[config.mk]
export PLATFORM = sky130hd
export DESIGN_NAME = control_sequencer
export DESIGN_NICKNAME = d
export VERILOG_FILES = /design/src/rtl/control_sequencer_pkg.sv /design/src/rtl/control_sequencer_cond_check.sv /design/src/rtl/control_sequencer.sv
export SDC_FILE = /design/constraint.sdc
export NUM_CORES = 1
export LEC_CHECK = 0
export ABC_AREA = 1
export CORE_ASPECT_RATIO = 1.5
export CORE_UTILIZATION = 50
export DETAILED_ROUTE_END_ITERATION = 16
export GPL_TIMING_DRIVEN = 1
export PLACE_DENSITY = 0.83
export SYNTH_ARGS = -nofsm -noshare
export SYNTH_HDL_FRONTEND = slang
export SYNTH_HIERARCHICAL = 1
export SYNTH_SLANG_ARGS = --single-unit
export TNS_END_PERCENT = 20
[constraint.sdc]
create_clock -name clk -period 4.45 [get_ports clk]
set_input_delay 0.89 -clock clk [delete_from_list [all_inputs] [get_ports clk]]
set_output_delay 0.89 -clock clk [all_outputs]
set_load 0.05 [all_outputs]
[src/rtl/control_sequencer_pkg.sv]
// Shared types, constants and helpers for the instruction control sequencer.
package control_sequencer_pkg;

    localparam int unsigned WORD_W  = 32;
    localparam int unsigned SHAMT_W = 8;
    localparam int unsigned TMO_W   = 8;

    localparam logic [3:0] REG_PC = 4'd15;
    localparam logic [3:0] REG_LR = 4'd14;
    localparam logic [3:0] OP_ADD = 4'b0100;

    localparam logic [3:0] COND_EQ = 4'h0;
    localparam logic [3:0] COND_NE = 4'h1;
    localparam logic [3:0] COND_CS = 4'h2;
    localparam logic [3:0] COND_CC = 4'h3;
    localparam logic [3:0] COND_MI = 4'h4;
    localparam logic [3:0] COND_PL = 4'h5;
    localparam logic [3:0] COND_VS = 4'h6;
    localparam logic [3:0] COND_VC = 4'h7;
    localparam logic [3:0] COND_HI = 4'h8;
    localparam logic [3:0] COND_LS = 4'h9;
    localparam logic [3:0] COND_GE = 4'hA;
    localparam logic [3:0] COND_LT = 4'hB;
    localparam logic [3:0] COND_GT = 4'hC;
    localparam logic [3:0] COND_LE = 4'hD;
    localparam logic [3:0] COND_AL = 4'hE;

    typedef enum logic [2:0] {
        ST_FETCH,
        ST_DECODE,
        ST_SHIFTREG,
        ST_EXEC,
        ST_WB,
        ST_LINK,
        ST_BRANCH
    } state_e;

    // Data-processing immediate: zero-extended imm8 rotated right by 2*rot.
    function automatic logic [WORD_W-1:0] rot_imm(input logic [11:0] field);
        logic [2*WORD_W-1:0] dbl;
        dbl = {24'd0, field[7:0], 24'd0, field[7:0]} >> {field[11:8], 1'b0};
        return dbl[WORD_W-1:0];
    endfunction

endpackage

[src/rtl/control_sequencer_cond_check.sv]
// Combinational ARM condition-code evaluator against NZCV flags.
module control_sequencer_cond_check
    import control_sequencer_pkg::*;
(
    input  logic [3:0] cond,
    input  logic [3:0] flags,
    output logic       pass
);

    logic n, z, c, v;
    assign {n, z, c, v} = flags;

    always_comb begin
        pass = 1'b0;
        case (cond)
            COND_EQ: pass = z;
            COND_NE: pass = !z;
            COND_CS: pass = c;
            COND_CC: pass = !c;
            COND_MI: pass = n;
            COND_PL: pass = !n;
            COND_VS: pass = v;
            COND_VC: pass = !v;
            COND_HI: pass = c && !z;
            COND_LS: pass = !c || z;
            COND_GE: pass = (n == v);
            COND_LT: pass = (n != v);
            COND_GT: pass = !z && (n == v);
            COND_LE: pass = z || (n != v);
            COND_AL: pass = 1'b1;
            default: pass = 1'b0;
        endcase
    end

endmodule

[src/rtl/control_sequencer.sv]
// Multi-cycle ARM instruction sequencer: latches a word, checks its condition,
// and steps the register bank / ALU controls for data-processing and branch forms.
module control_sequencer
    import control_sequencer_pkg::*;
#(
    parameter int unsigned FETCH_TIMEOUT = 255
) (
    input  logic        clk,
    input  logic        rst_n,
    input  logic [31:0] instr,
    input  logic        instr_valid,
    input  logic [3:0]  flagsin,
    input  logic [7:0]  rsval,
    output logic        fetch_req,
    output logic [3:0]  rm,
    output logic [3:0]  rn,
    output logic [3:0]  rs,
    output logic [3:0]  rd,
    output logic        writeback,
    output logic        pcchange,
    output logic        cpsrwrite,
    output logic [3:0]  alu_op,
    output logic        alu_imm,
    output logic [31:0] imm32,
    output logic [1:0]  shift_type,
    output logic [7:0]  shift_amt,
    output logic        undef,
    output logic        fetch_timeout
);

    localparam logic [TMO_W-1:0] TMO_LIMIT = TMO_W'(FETCH_TIMEOUT);

    state_e              state_q, state_d;
    logic [WORD_W-1:0]   ir_q, ir_d;
    logic [TMO_W-1:0]    cnt_q, cnt_d;
    logic [3:0]          rm_q, rm_d, rn_q, rn_d, rs_q, rs_d, rd_q, rd_d;
    logic [3:0]          alu_op_q, alu_op_d;
    logic                alu_imm_q, alu_imm_d;
    logic [WORD_W-1:0]   imm32_q, imm32_d;
    logic [1:0]          shift_type_q, shift_type_d;
    logic [SHAMT_W-1:0]  shift_amt_q, shift_amt_d;
    logic                fetch_req_q, fetch_req_d;
    logic                writeback_q, writeback_d;
    logic                cpsrwrite_q, cpsrwrite_d;
    logic                undef_q, undef_d;
    logic                fetch_timeout_q, fetch_timeout_d;

    logic              cond_pass;
    logic              is_dp, is_reg_shift, is_branch, is_test_op;
    logic [WORD_W-1:0] branch_off;

    control_sequencer_cond_check u_cond_check (
        .cond  (ir_q[31:28]),
        .flags (flagsin),
        .pass  (cond_pass)
    );

    // Multiply/swap/extra-load space and S=0 TST..CMN (PSR transfer, BX) are not data-processing.
    assign is_dp        = (ir_q[27:26] == 2'b00)
                       && !(!ir_q[25] && ir_q[7] && ir_q[4])
                       && !((ir_q[24:23] == 2'b10) && !ir_q[20]);
    assign is_reg_shift = !ir_q[25] && ir_q[4];
    assign is_branch    = (ir_q[27:25] == 3'b101);
    assign is_test_op   = (ir_q[24:23] == 2'b10);
    // PC already advanced by 4 at accept; +4 more gives the architectural PC+8 base.
    assign branch_off   = WORD_W'({{6{ir_q[23]}}, ir_q[23:0], 2'b00}) + WORD_W'(4);

    always_comb begin
        state_d         = state_q;
        ir_d            = ir_q;
        cnt_d           = cnt_q;
        rm_d            = rm_q;
        rn_d            = rn_q;
        rs_d            = rs_q;
        rd_d            = rd_q;
        alu_op_d        = alu_op_q;
        alu_imm_d       = alu_imm_q;
        imm32_d         = imm32_q;
        shift_type_d    = shift_type_q;
        shift_amt_d     = shift_amt_q;
        writeback_d     = 1'b0;
        cpsrwrite_d     = 1'b0;
        undef_d         = 1'b0;
        fetch_timeout_d = 1'b0;

        case (state_q)
            ST_FETCH: begin
                if (instr_valid) begin
                    ir_d    = instr;
                    cnt_d   = '0;
                    state_d = ST_DECODE;
                end else if (TMO_LIMIT != '0) begin
                    cnt_d = TMO_W'(cnt_q + 1'b1);
                    if (cnt_d == TMO_LIMIT) begin
                        fetch_timeout_d = 1'b1;
                        cnt_d           = '0;
                    end
                end
            end
            ST_DECODE: begin
                if (!cond_pass) begin
                    state_d = ST_FETCH;
                end else if (is_dp) begin
                    state_d = is_reg_shift ? ST_SHIFTREG : ST_EXEC;
                end else if (is_branch) begin
                    state_d = ir_q[24] ? ST_LINK : ST_BRANCH;
                end else begin
                    undef_d = 1'b1;
                    state_d = ST_FETCH;
                end
            end
            ST_SHIFTREG: begin
                shift_amt_d = rsval;
                state_d     = ST_EXEC;
            end
            ST_EXEC:   state_d = ST_WB;
            ST_LINK:   state_d = ST_BRANCH;
            ST_WB,
            ST_BRANCH: state_d = ST_FETCH;
            default:   state_d = ST_FETCH;
        endcase

        // Outputs are registered for the state being entered.
        fetch_req_d = (state_d == ST_FETCH);
        case (state_d)
            ST_SHIFTREG: rs_d = ir_q[11:8];
            ST_EXEC: begin
                rn_d         = ir_q[19:16];
                rd_d         = ir_q[15:12];
                rm_d         = ir_q[3:0];
                alu_op_d     = ir_q[24:21];
                alu_imm_d    = ir_q[25];
                imm32_d      = rot_imm(ir_q[11:0]);
                shift_type_d = ir_q[6:5];
                if (!is_reg_shift) begin
                    shift_amt_d = SHAMT_W'(ir_q[11:7]);
                end
            end
            ST_WB: begin
                writeback_d = !is_test_op;
                cpsrwrite_d = ir_q[20];
            end
            ST_LINK: begin
                rd_d        = REG_LR;
                rn_d        = REG_PC;
                alu_op_d    = OP_ADD;
                alu_imm_d   = 1'b1;
                imm32_d     = '0;
                writeback_d = 1'b1;
            end
            ST_BRANCH: begin
                rd_d        = REG_PC;
                rn_d        = REG_PC;
                alu_op_d    = OP_ADD;
                alu_imm_d   = 1'b1;
                imm32_d     = branch_off;
                writeback_d = 1'b1;
            end
            default: ;
        endcase
    end

    always_ff @(posedge clk or negedge rst_n) begin
        if (!rst_n) begin
            state_q         <= ST_FETCH;
            ir_q            <= '0;
            cnt_q           <= '0;
            rm_q            <= '0;
            rn_q            <= '0;
            rs_q            <= '0;
            rd_q            <= '0;
            alu_op_q        <= '0;
            alu_imm_q       <= 1'b0;
            imm32_q         <= '0;
            shift_type_q    <= '0;
            shift_amt_q     <= '0;
            fetch_req_q     <= 1'b1;
            writeback_q     <= 1'b0;
            cpsrwrite_q     <= 1'b0;
            undef_q         <= 1'b0;
            fetch_timeout_q <= 1'b0;
        end else begin
            state_q         <= state_d;
            ir_q            <= ir_d;
            cnt_q           <= cnt_d;
            rm_q            <= rm_d;
            rn_q            <= rn_d;
            rs_q            <= rs_d;
            rd_q            <= rd_d;
            alu_op_q        <= alu_op_d;
            alu_imm_q       <= alu_imm_d;
            imm32_q         <= imm32_d;
            shift_type_q    <= shift_type_d;
            shift_amt_q     <= shift_amt_d;
            fetch_req_q     <= fetch_req_d;
            writeback_q     <= writeback_d;
            cpsrwrite_q     <= cpsrwrite_d;
            undef_q         <= undef_d;
            fetch_timeout_q <= fetch_timeout_d;
        end
    end

    // PC increments on the negedge of the accept cycle, so this strobe must follow instr_valid directly.
    assign pcchange      = !((state_q == ST_FETCH) && instr_valid);

    assign fetch_req     = fetch_req_q;
    assign rm            = rm_q;
    assign rn            = rn_q;
    assign rs            = rs_q;
    assign rd            = rd_q;
    assign writeback     = writeback_q;
    assign cpsrwrite     = cpsrwrite_q;
    assign alu_op        = alu_op_q;
    assign alu_imm       = alu_imm_q;
    assign imm32         = imm32_q;
    assign shift_type    = shift_type_q;
    assign shift_amt     = shift_amt_q;
    assign undef         = undef_q;
    assign fetch_timeout = fetch_timeout_q;

endmodule

==> flow_metrics.py <==
metrics = {
    "timing": {
        "slew-limit-headroom_pct": 35.3,
        "rsz0062_at_grt": "false",
        "min_period_ns": 3.39,
        "finalSetupTns_ns": 0,
        "fin_crit_sh_pct": 76.2,
        "maxSlewViolCount": 0,
        "fmax_mhz": 295,
        "hold_viol": 0,
        "setup_violations": 0,
        "tightest_slew_ns": 0.965,
        "worst_slack_ns": 1.06,
        "clock_skew_ns": 0.00915,
    },
    "setup_path": {
        "crit_fanout": 22,
        "critPathLaunchType": "primary input",
        "setup.worst_path.end_class": "flop",
        "worstPathRequired_ns": 4.70,
        "critPathKind": "primary input to flop",
        "worstPathArrival_ns": 3.64,
    },
    "global_routing": {
        "grt_use_met3_pct": 3.24,
        "grt_max_degree": 58,
        "antenna_found_initial": 0,
        "busiest_layer": "met2",
        "grt_pass1_vias": 5869,
        "grt-ovfl-total": 0,
        "grt_util_met1_pct": 33.0,
        "met2_usage_pct": 45.7,
        "grt_pass1_wl_mm": 28.1,
        "grt_use_total_pct": 27.2,
    },
    "floorplan": {
        "initial_core_util_pct": 51.3,
        "io_pins": 116,
        "die_w_um": 94.5,
        "row_count": 50,
        "die_y_um": 141,
        "dieArea_sq_um": 13300,
        "core_area_sq_um": 12500,
    },
    "job": {
        "cap_violations": 0,
    },
    "synthesis": {
        "synth_cell_types": 39,
        "synth_fp_nets": 966,
        "netlist_top_cells_count": "393 x nand2_1, 110 x dfrtp_1, 86 x nor2_1",
        "synth_flop_cell": "dfrtp_1",
        "synth_seq_cells": 111,
        "ys_warn_count": 6,
        "synth_area_per_cell_sq_um": 7.01,
        "async_reset_ff_share_pct": 100,
        "synth_most_common_cell": "nand2_1",
        "synth_area_leader_cell": "dfrtp_1",
        "syn_area_sq_um": 6420,
        "synth-seq-area-share_pct": 43.3,
        "synth_edf_count": 0,
        "syn_inst": 916,
        "synthTopCellsByArea": "dfrtp_1 43%, nand2_1 23%, nor2_1 5.0%, inv_1 4.6%, o21ai_0 3.2%",
        "synth_top_area_share_pct": 42.9,
    },
    "route": {
        "route.detailed.vias_per_inst": 5.20,
        "wl_per_cell_um": 14.5,
        "antenna_left": 0,
        "first_pass_iters": 5,
        "via_count": 6095,
        "drtIter0Drc": 305,
        "wl_mm": 17.0,
        "drc": 0,
    },
    "cts": {
        "clk_pin_slew_ns": 0.07,
        "cts-resized-gates": 0,
        "cts_sinks": 111,
        "clockRootBuffer": "clkbuf_16",
        "cts_inserted_buffers": 9,
        "ctsHoldBuffers": 0,
        "htree_levels": 3,
        "clk_latency_ns": 0.35,
        "post-cts-setup-buffers": 0,
        "cts_buffer_depth": 2,
        "cts_tree": "yes",
    },
    "cells_and_area": {
        "multi_input_area_sq_um": 3090,
        "drive_gt1_share_pct": 4.63,
        "nFillCells": 1183,
        "final_nets": 1061,
        "area_growth_pct": 22.7,
        "seqCellArea_sq_um": 2780,
        "design_area_sq_um": 7880,
        "n_antenna_cell": 0,
    },
    "place": {
        "place_ws_ns": 0.726,
        "place_congestion": 0.975,
        "portBuffers": 115,
        "post_dp_cell_area_sq_um": 7600,
        "hpwl_mm": 12.8,
    },
    "power_and_ir_drop": {
        "p_per_area_nw_per_um2": 809,
        "cellLeakagePower_uw": 0.00394,
        "ir_worst_vdd_mv": 0.541,
        "power_uw": 6370,
    },
    "min_path": {
        "hp-class": "flop to flop",
    },
    "status": {
        "status": "finished clean",
    },
}
[cell type report]
type	instances	area share, %
timing repair buffer	122	15.2
sequential	111	35.3
clock inverter	6	0.604
inverter	89	4.27
multi-input combinational	678	39.2
tap	156	2.48
clock buffer	10	2.91
[registers in the layout, summed over array words and instances (netlist names)]
register       count
rm                 4
imm32             32
rd                 4
alu_op             4
state_q            3
shift_type         2
undef              1
writeback          1
shift_amt          8
ir_q              32
fetch_timeout      1
rn                 4
rs                 4
fetch_req          1
alu_imm            1
cnt_q              8
cpsrwrite          1
[critical path, cell delays in order]
cell,delay [ns]
clkdlybuf4s50_1,0.53
inv_1,0.09
nand2_1,0.09
nand3_1,0.09
nand2_1,0.09
nand2_1,0.05
nand2_1,0.06
nor2_1,0.04
nand2_1,0.08
nand4_1,0.11
nor2_1,0.10
nor2_1,0.04
nand2_1,0.07
nand2_1,0.09
nand2_4,0.17
nand2_2,0.27
buf_4,0.30
inv_4,0.17
o21ai_0,0.11
o211ai_1,0.11
inv_1,0.06
[cells by family after synthesis]
kind of cell,share of synthesized area (%)
xor gates and xnor gates,3.27
buffers and inverters,8.59
and+or+nand+nor,37.4
DFF,43.3
AOI/OAI and AO/OA,6.10
adders and majority gates,0.585
muxes,0.780
[stage by stage]
step / hold slack (ns) / cells / utilization [%]
6_report: 0.480 / 1172 / 62.9
5_1_grt: 0.499 / 1172 / 62.9
4_1_cts: 0.485 / 1172 / 62.9
3_5_place_dp: 0.468 / 1156 / 60.7
3_3_place_gp: 0.464 / 1156 / 60.7
2_1_floorplan: 0.468 / 916 / -
[per-layer routing]
metal	routed length [um]	vias to the layer above
met5	0	-
met4	861	0
met3	691	49
met2	8460	200
met1	7010	2796
li1	-	3050
[power breakdown]
part	total, uW	leakage [uW]	internal (uW)	switching (uW)
clock	748	0.000127	384	365
sequential	1960	0.00139	1460	491
combinational	3660	0.00242	1160	2510
[cells in the final DEF, fill, tap and decap left out, drive strengths merged]
| cell type | n |
|---|---|
| dfrtp | 110 |
| or2 | 2 |
| clkinv | 6 |
| nand2 | 402 |
| ha | 3 |
| nand3 | 40 |
| nor2 | 90 |
| buf | 9 |
| xnor2 | 2 |
| a22oi | 1 |
| o21a | 3 |
| a31oi | 2 |
| clkbuf | 10 |
| a22o | 1 |
| o211ai | 9 |
| nor4 | 1 |
| mux2i | 5 |
| clkdlybuf4s50 | 113 |
| inv | 86 |
| a21oi | 9 |
| dfstp | 1 |
| o21ai | 43 |
| nand3b | 15 |
| o22ai | 2 |
| nor3 | 7 |
| clkinvlp | 3 |
| xor2 | 22 |
| nand4 | 19 |
[final timing paths]
kind	startpoint	end	slack [ns]	depth (start not counted)
worst max-delay path	flagsin[0]	imm32[0]	1.06	21
worst min-delay path	imm32[24]	imm32[24]	0.48	2
worst max register to register	ir_q[31]	imm32[0]	1.58	20
worst min register to register	imm32[24]	imm32[24]	0.48	2
max in group asynchronous	rst_n	fetch_req	3.06	2
min in group asynchronous	rst_n	imm32[18]	0.52	1
Power figures use the tool's default switching activity.
